--- src/rtl/regfile_wb_arbiter_pkg.sv ---
// Shared definitions for the writeback arbiter: default widths and requester IDs.
package regfile_pkg;

    localparam int unsigned DBITS_DEF = 32;
    localparam int unsigned ABITS_DEF = 4;

    typedef enum logic {
        REQ_ALU = 1'b0,
        REQ_MEM = 1'b1
    } req_id_e;

endpackage

--- src/rtl/regfile_wb_arbiter_if.sv ---
// Writeback request bus carrying both requesters (ALU = req0, memory load = req1).
interface regfile_wb_arbiter_if #(
    parameter int unsigned DBITS = regfile_pkg::DBITS_DEF,
    parameter int unsigned ABITS = regfile_pkg::ABITS_DEF
);
    logic             req0_valid;
    logic             req0_ready;
    logic [ABITS-1:0] req0_ind;
    logic [DBITS-1:0] req0_data;
    logic             req1_valid;
    logic             req1_ready;
    logic [ABITS-1:0] req1_ind;
    logic [DBITS-1:0] req1_data;

    modport master (
        output req0_valid, req0_ind, req0_data,
        output req1_valid, req1_ind, req1_data,
        input  req0_ready, req1_ready
    );

    modport slave (
        input  req0_valid, req0_ind, req0_data,
        input  req1_valid, req1_ind, req1_data,
        output req0_ready, req1_ready
    );
endinterface

--- src/rtl/regfile_wb_arbiter_rr_arb2.sv ---
// Two-requester round-robin arbiter; grants are combinational, pointer moves on transfer.
module rr_arb2
    import regfile_pkg::*;
(
    input  logic clk_i,
    input  logic rst_i,
    input  logic req0_valid_i,
    input  logic req1_valid_i,
    output logic gnt0_o,
    output logic gnt1_o
);
    req_id_e last_q;
    req_id_e last_d;

    always_comb begin
        gnt0_o = 1'b0;
        gnt1_o = 1'b0;
        if (!rst_i) begin
            gnt0_o = req0_valid_i && (!req1_valid_i || last_q == REQ_MEM);
            gnt1_o = req1_valid_i && (!req0_valid_i || last_q == REQ_ALU);
        end
    end

    always_comb begin
        last_d = last_q;
        if (gnt0_o)      last_d = REQ_ALU;
        else if (gnt1_o) last_d = REQ_MEM;
    end

    // Reset to "req1 last" so req0 wins the first tie.
    always_ff @(posedge clk_i or posedge rst_i) begin
        if (rst_i) last_q <= REQ_MEM;
        else       last_q <= last_d;
    end
endmodule

--- src/rtl/regfile_wb_arbiter.sv ---
// Writeback arbiter with busy scoreboard and registered register-file write port.
// Optional WB_BYPASS_EN adds rdHit/rdByp forwarding outputs.
module regfile_wb_arbiter
    import regfile_pkg::*;
#(
    parameter int unsigned DBITS = DBITS_DEF,
    parameter int unsigned ABITS = ABITS_DEF
) (
    input  logic             clk,
    input  logic             reset,
    regfile_wb_arbiter_if.slave bus,
    output logic             wrtEn,
    output logic [ABITS-1:0] wrtInd,
    output logic [DBITS-1:0] dIn,
    input  logic             issue_en,
    input  logic [ABITS-1:0] issue_ind,
    input  logic [ABITS-1:0] rdInd0,
    input  logic [ABITS-1:0] rdInd1,
    output logic             rdBusy0,
    output logic             rdBusy1
`ifdef WB_BYPASS_EN
    ,
    output logic             rdHit0,
    output logic             rdHit1,
    output logic [DBITS-1:0] rdByp0,
    output logic [DBITS-1:0] rdByp1
`endif
);
    localparam int unsigned NREG = 1 << ABITS;

    logic             gnt0;
    logic             gnt1;
    logic             wrt_en_q,  wrt_en_d;
    logic [ABITS-1:0] wrt_ind_q, wrt_ind_d;
    logic [DBITS-1:0] din_q,     din_d;
    logic [NREG-1:0]  busy_q,    busy_d;

    rr_arb2 u_arb (
        .clk_i        (clk),
        .rst_i        (reset),
        .req0_valid_i (bus.req0_valid),
        .req1_valid_i (bus.req1_valid),
        .gnt0_o       (gnt0),
        .gnt1_o       (gnt1)
    );

    assign bus.req0_ready = gnt0;
    assign bus.req1_ready = gnt1;

    always_comb begin
        wrt_en_d  = gnt0 || gnt1;
        wrt_ind_d = wrt_ind_q;
        din_d     = din_q;
        busy_d    = busy_q;
        if (gnt0) begin
            wrt_ind_d             = bus.req0_ind;
            din_d                 = bus.req0_data;
            busy_d[bus.req0_ind]  = 1'b0;
        end else if (gnt1) begin
            wrt_ind_d             = bus.req1_ind;
            din_d                 = bus.req1_data;
            busy_d[bus.req1_ind]  = 1'b0;
        end
        // Applied after the clear so a same-index issue keeps the bit set.
        if (issue_en) busy_d[issue_ind] = 1'b1;
    end

    always_ff @(posedge clk or posedge reset) begin
        if (reset) begin
            wrt_en_q  <= 1'b0;
            wrt_ind_q <= '0;
            din_q     <= '0;
            busy_q    <= '0;
        end else begin
            wrt_en_q  <= wrt_en_d;
            wrt_ind_q <= wrt_ind_d;
            din_q     <= din_d;
            busy_q    <= busy_d;
        end
    end

    assign wrtEn   = wrt_en_q;
    assign wrtInd  = wrt_ind_q;
    assign dIn     = din_q;
    assign rdBusy0 = busy_q[rdInd0];
    assign rdBusy1 = busy_q[rdInd1];

`ifdef WB_BYPASS_EN
    assign rdHit0 = wrt_en_q && (wrt_ind_q == rdInd0);
    assign rdHit1 = wrt_en_q && (wrt_ind_q == rdInd1);
    assign rdByp0 = rdHit0 ? din_q : '0;
    assign rdByp1 = rdHit1 ? din_q : '0;
`endif
endmodule

--- src/flat_wrapper.sv ---
// flat-port wrapper written by rule: the top's interface ports become plain ports
module regfile_wb_arbiter_flat import regfile_pkg::*;
#(
    parameter int unsigned DBITS = DBITS_DEF,
    parameter int unsigned ABITS = ABITS_DEF
)
  (clk, reset, wrtEn, wrtInd, dIn, issue_en, issue_ind, rdInd0, rdInd1, rdBusy0, rdBusy1, bus_req0_valid, bus_req0_ind, bus_req0_data, bus_req1_valid, bus_req1_ind, bus_req1_data, bus_req0_ready, bus_req1_ready);
  regfile_wb_arbiter_if #(.DBITS(DBITS), .ABITS(ABITS)) bus_i ();
  input  logic clk;
  input  logic reset;
  output logic wrtEn;
  output logic [ABITS-1:0] wrtInd;
  output logic [DBITS-1:0] dIn;
  input  logic issue_en;
  input  logic [ABITS-1:0] issue_ind;
  input  logic [ABITS-1:0] rdInd0;
  input  logic [ABITS-1:0] rdInd1;
  output logic rdBusy0;
  output logic rdBusy1;
  input wire logic [$bits(bus_i.req0_valid)-1:0] bus_req0_valid;
  input wire logic [$bits(bus_i.req0_ind)-1:0] bus_req0_ind;
  input wire logic [$bits(bus_i.req0_data)-1:0] bus_req0_data;
  input wire logic [$bits(bus_i.req1_valid)-1:0] bus_req1_valid;
  input wire logic [$bits(bus_i.req1_ind)-1:0] bus_req1_ind;
  input wire logic [$bits(bus_i.req1_data)-1:0] bus_req1_data;
  output wire logic [$bits(bus_i.req0_ready)-1:0] bus_req0_ready;
  output wire logic [$bits(bus_i.req1_ready)-1:0] bus_req1_ready;
  assign bus_i.req0_valid = bus_req0_valid;
  assign bus_i.req0_ind = bus_req0_ind;
  assign bus_i.req0_data = bus_req0_data;
  assign bus_i.req1_valid = bus_req1_valid;
  assign bus_i.req1_ind = bus_req1_ind;
  assign bus_i.req1_data = bus_req1_data;
  assign bus_req0_ready = bus_i.req0_ready;
  assign bus_req1_ready = bus_i.req1_ready;
  regfile_wb_arbiter #(.DBITS(DBITS), .ABITS(ABITS)) u_core (.clk(clk), .reset(reset), .bus(bus_i), .wrtEn(wrtEn), .wrtInd(wrtInd), .dIn(dIn), .issue_en(issue_en), .issue_ind(issue_ind), .rdInd0(rdInd0), .rdInd1(rdInd1), .rdBusy0(rdBusy0), .rdBusy1(rdBusy1));
endmodule
--- config.mk ---
export PLATFORM = sky130hd
export DESIGN_NAME = regfile_wb_arbiter_flat
export DESIGN_NICKNAME = d
export VERILOG_FILES = /design/src/rtl/regfile_wb_arbiter_pkg.sv /design/src/rtl/regfile_wb_arbiter_if.sv /design/src/rtl/regfile_wb_arbiter_rr_arb2.sv /design/src/rtl/regfile_wb_arbiter.sv /design/src/flat_wrapper.sv
export SDC_FILE = /design/constraint.sdc
export NUM_CORES = 1
export LEC_CHECK = 0
export BUFFER_PORTS_ARGS = -buffer_cell sky130_fd_sc_hd__buf_2
export CORE_MARGIN = 8
export CORE_UTILIZATION = 25
export CTS_CLUSTER_DIAMETER = 150
export DETAILED_ROUTE_END_ITERATION = 10
export PLACE_DENSITY_LB_ADDON = 0.1
export SETUP_SLACK_MARGIN = 0.15
export SYNTH_ARGS = -nofsm -noshare
export SYNTH_HDL_FRONTEND = slang
export SYNTH_SLANG_ARGS = --single-unit
--- constraint.sdc ---
create_clock -name clk -period 1.63 [get_ports clk]
set_input_delay 0.0815 -clock clk [delete_from_list [all_inputs] [get_ports clk]]
set_output_delay 0.0815 -clock clk [all_outputs]
set_load 0.005 [all_outputs]
## Word level (Yosys, flattened, before mapping)

Cells that the tools add are included.

- Muxes and demuxes: 21
- Reductions and logical operators: 11
- Bitwise logic cells: 6
- Magnitude comparators: 8

Operators by type and width:

| cell | count |
|---|---|
| 32-bit 2-to-1 mux | 2 |
| 16-bit 2-to-1 mux | 3 |
| 16-bit AND | 2 |
| 16-bit inverter | 2 |
| 4-bit by 5-bit < comparator with 1-bit output, second input constant | 5 |
| 16-bit bitwise OR | 1 |
| 1-bit demux with 4-bit select | 3 |
| 4-bit by 1-bit >= comparator with 1-bit output, second input constant | 3 |
| 1-bit 2-to-1 mux | 9 |
| 1-bit binary-select mux with 4-bit select | 2 |
| 4-bit 2-to-1 mux | 2 |
| 1-bit logical AND | 5 |
| 1-bit logical OR | 3 |
| 1-bit logical NOT | 2 |
| 2-bit nonzero test | 1 |
| 1-bit inverter | 1 |

- Register bits: 54
- Logic and storage cells: 51
- Input bits: 89
- Output and inout bits: 41

## Longest topological paths before layout

- Word-level depth: 10
- Mapped depth: 6
- Gate-level depth less buffers: 5

## By module

A second synthesis with hierarchy kept.

- Cell total of the unflattened synthesis: 269
- Area total of the unflattened synthesis: 2916.5 um^2

Modules (own cells, without submodules):

| module | area an instance (um^2) | cells an instance | sequential area each (um^2) | instances |
|---|---|---|---|---|
| regfile_wb_arbiter | 2845.2 | 261 | 1326.3 | 1 |
| rr_arb2 | 71.3 | 8 | 26.3 | 1 |

## Least setup slack after synthesis

Ideal clock, no wire load.

- Path kind: in2reg
- Start: in reset
- End: reg u_core.wrt_ind_q[0], in the netlist u_core.wrtInd[0]
- Arrival time: 2.201 ns
- Stages: 5
- Path buffers: 1
- Slack: -0.698 ns
- Cells stage by stage: inv_1 -> o21ai_1 -> buf_2 -> a222oi_1 -> inv_1

- Word-level cells in the longest chain between the ends: 2

RTL lines:

| item | RTL line | text |
|---|---|---|
| start, declared | flat_wrapper.sv:10 | `input logic reset;` |
| 1-bit 2-to-1 mux | regfile_wb_arbiter_rr_arb2.sv:18 | `if (!rst_i) begin` |
| 4-bit 2-to-1 mux / 2-bit nonzero test (equally long branches) | -- |  |
| end signal, assigned | regfile_wb_arbiter.sv:76 | `wrt_ind_q <= wrt_ind_d;` |
| end, declared | regfile_wb_arbiter.sv:34 | `logic [ABITS-1:0] wrt_ind_q, wrt_ind_d;` |

Parallel ways exist; a longest one is shown, timed or not.
A chain may end at the register's enable or synchronous reset.

## Worst setup path after layout

- Start: reg u_core.busy_q[1]
- End: out rdBusy1

- Word-level cells in the longest chain between the ends: 2

RTL lines:

| item | RTL line | text |
|---|---|---|
| start, declared | regfile_wb_arbiter.sv:36 | `logic [NREG-1:0] busy_q, busy_d;` |
| start signal, assigned | regfile_wb_arbiter.sv:78 | `busy_q <= busy_d;` |
| 1-bit binary-select mux with 4-bit select | regfile_wb_arbiter.sv:86 | `assign rdBusy1 = busy_q[rdInd1];` |
| 1-bit 2-to-1 mux (implied by the code) | regfile_wb_arbiter.sv:86 |  |
| end, declared | flat_wrapper.sv:19 | `output logic rdBusy1;` |

No other way between the ends. The select of a mux whose other input is x is not followed.

==> impl_metrics.toml <==
[sta]
final-max-slew-violation-count = 0
tightestPinTransition_ns = 0.710
finalCritPeriodShare_pct = 105
finalSetupTns_ns = -0.123
finalWorstPathRequiredPeriod_ns = 1.71
fin_worst_skew_ns = 0.00254
smallest_hold_slack_ns = 0.0539
timing.final.hold_violations = 0
finalSetupViolations = 2
max_clk_rate_ghz = 0.586
grt_setup_unrepaired = "true"
final_critical_path_setup_slack_ns = -0.0754
maxSlewHeadroom_pct = 52.7

[synth]
synth_enable_flop_cells = 0
gate_count_after_technology_mapping = 280
dominantRegCellSynth = "dfrtp_1"
yosysWarningCount = 0
synth.avg_cell_area_um2 = 10.5
synth.net_count = 369
ys_seq_area_share_pct = 45.8
mapped_cell_area_um2 = 2950
post_synth_num_cell_types = 40
async_reset_ff_share_pct = 100
yosys_register_bits = 54

[die]
io-pin-count = 130
die-area_um2 = 15500
die-height_um = 125
floorplan.initialDensity_pct = 25.7
design.core.area_um2 = 11500
die_w_um = 125
placementRows = 39

[layout]
area_growth_syn_to_layout_pct = 41.7
multi_input_area_um2 = 1590
antenna_cells_inserted = 0
filler_cell_count = 1191
register_area_um2 = 1350
nets = 509
drive_gt1_share_pct = 46.3

[place]
gp_routability_congestion = 0.797
port_buffers = 129
dp_hpwl_um = 7480

[pwr]
power.density_nw_per_um2 = 930
power.total_mw = 3.89
max-vdd-ir-drop_uv = 495
leakage_power_nw = 2.00

[worst_hold_path]
worst_hold_path_type = "in2reg"

[global_routing]
grt_max_degree = 55
grt_pass1_vias = 2911
grt_antenna_before_repair = 0
globalRoute.totalOverflow = 0
wire_length_of_the_first_global_routing_pass_um = 15600
grt_util_all_layers_pct = 12.2

[cts]
later_pin_clock_latency_in_the_skew_report_ns = 0.29
clk_pin_slew_worst_paths_ns = 0.07
cts_root_buf = "clkbuf_16"
cts_htree_levels = 2
tritoncts = "done"
clock_path_buffers = 2
cts_hold_buffers = 0
cts-buffers-inserted = 5
clkSinkCount = 54

[job]
max-cap-violations = 0

[critical_path]
critPathArrivalTime_ns = 1.62
crit_path_max_incr_delay_ns = 0.44
worstSetupPathType = "reg2out"
cp_cell_sequence = "mux4_2, nor2b_1, a211oi_1, a21oi_1, buf_2"
slowest_stage = "mux4_2"
critical_path_peak_fanout = 3
setup.worst_path.end_class = "output port"
cp_data_required_time_ns = 1.55
worst_setup_path_start_kind = "flip-flop"

[routing]
drtIter0Drc = 151
remaining_drc_errors = 0
routed-via-count = 2680
avgRoutedWirePerCell_um = 17.9
ant_nets = 0
totalWireLength_um = 10100
number_of_detailed_routing_iterations_run_before_antenna_repair = 5
vias_per_cell = 4.75

[status]
outcome = "finished, violations left"
failing_checks = "negative setup slack"
[cells in the mapped netlist, drive strengths merged, types with 3 or more instances]
cell type   n  area share [%]
nand2b      3            0.98
a222oi      3             1.0
nor2        4            0.51
a211oi      4             1.2
nand2      48             6.2
clkbuf      6            0.76
nand3       9             2.0
mux2i      35              12
a21oi       3            0.64
buf         9             2.2
nor2b       8             1.7
mux4        8             6.1
a32o       13             4.4
nand4      11             2.3
dfrtp      53              45
inv         9             1.1
o21ai      38             6.4
[metal layers]
layer  GRT usage, %  vias to the layer above  routed length, um
met5              0                        -                  0
met4           2.69                        0                 86
met3           4.04                        5                750
met2           19.8                       96               4780
met1           15.3                     1257               4490
li1               -                     1322                  -
[stage by stage]
stage | setup slack [ns] | cell area, um2 | util [%] | cells
2_1_floorplan | 0.0591 | 2990 | - | 280
3_3_place_gp | 0.0852 | 3780 | 33.0 | 546
3_5_place_dp | 0.0378 | 3780 | 33.0 | 546
4_1_cts | -0.0938 | 3980 | 34.7 | 559
5_1_grt | -0.184 | 4180 | 36.5 | 564
6_report | -0.0754 | 4180 | 36.5 | 564
[registers in the layout (all words and copies together), names as in the netlist]
| name | count |
|---|---|
| u_core.busy_q | 16 |
| u_core.dIn | 32 |
| u_core.u_arb.last_q | 1 |
| u_core.wrtEn | 1 |
| u_core.wrtInd | 4 |
[critical path, delay by kind of cell (launching register included)]
family / cells / cell delay (ns)
buffers and inverters: 1 / 0.13
DFF: 1 / 0.40
muxes: 1 / 0.44
AOI/OAI and AO/OA: 2 / 0.22
and+or+nand+nor: 1 / 0.14
[layout by cell type, fill, tap and decap left out, types with 2 or more instances in the layout]
cell type	synthesis	layout
buf_2	4	128
dfrtp_1	53	53
nand2_1	47	47
o21ai_1	1	30
mux2i_1	35	22
mux2i_2	0	13
a32o_1	13	12
buf_4	3	12
nand4_1	11	11
nor2b_1	8	8
nand3_1	8	8
mux4_2	8	8
inv_1	8	7
o21ai_0	37	7
clkbuf_16	0	7
nor2_1	4	4
buf_6	2	4
a222oi_1	3	3
inv_8	0	2
a211oi_1	3	2
nor4_2	0	2
or3b_1	2	2
and4_1	2	2
a21oi_1	2	2
clkinv_4	0	2
[area by class of cell]
cell class	instances	area share (%)
clock buffers	6	3.32
clock inverters	2	0.419
inverters	9	1.08
multi-input cells	202	37.9
flip-flops and latches	54	32.3
well taps	143	4.28
repair buffers	147	20.4
repair inverters	1	0.269
[repair_timing]
item,CTS,global route
pin swaps,4,21
cloned,1,3
endpoints found under the setup margin,16,34
gates resized for setup,3,50
buffers inserted,4,2
[power breakdown]
part | total, mW | switching [mW] | leakage (nW) | internal [mW]
Combinational | 1.05 | 0.482 | 1.27 | 0.565
Clock | 1.11 | 0.496 | 0.0770 | 0.618
Sequential | 1.73 | 0.157 | 0.651 | 1.57
[cell families (layout without fill, tap and decap cells)]
logic type / after synthesis / after routing / share of synthesized area (%)
AOI/OAI and AO/OA: 62 / 62 / 14.0
buffers and inverters: 24 / 165 / 4.11
DFF: 54 / 54 / 45.8
muxes: 43 / 43 / 18.0
and+or+nand+nor: 97 / 97 / 18.1
[path summary, 6_finish.rpt]
path	startpoint	to	slack (ns)	cells past startpoint
setup / recovery	u_core.busy_q[1]	rdBusy1	-0.08	5
hold / removal	bus_req0_data[0]	u_core.dIn[0]	0.05	3
setup reg to reg	u_core.u_arb.last_q	u_core.busy_q[10]	0.07	4
hold reg to reg	u_core.dIn[16]	u_core.dIn[16]	0.48	2
max in group asynchronous	reset	u_core.busy_q[15]	1.08	3
min in group asynchronous	reset	u_core.dIn[20]	0.08	3
No activity file was read; power rests on OpenSTA's default activity.
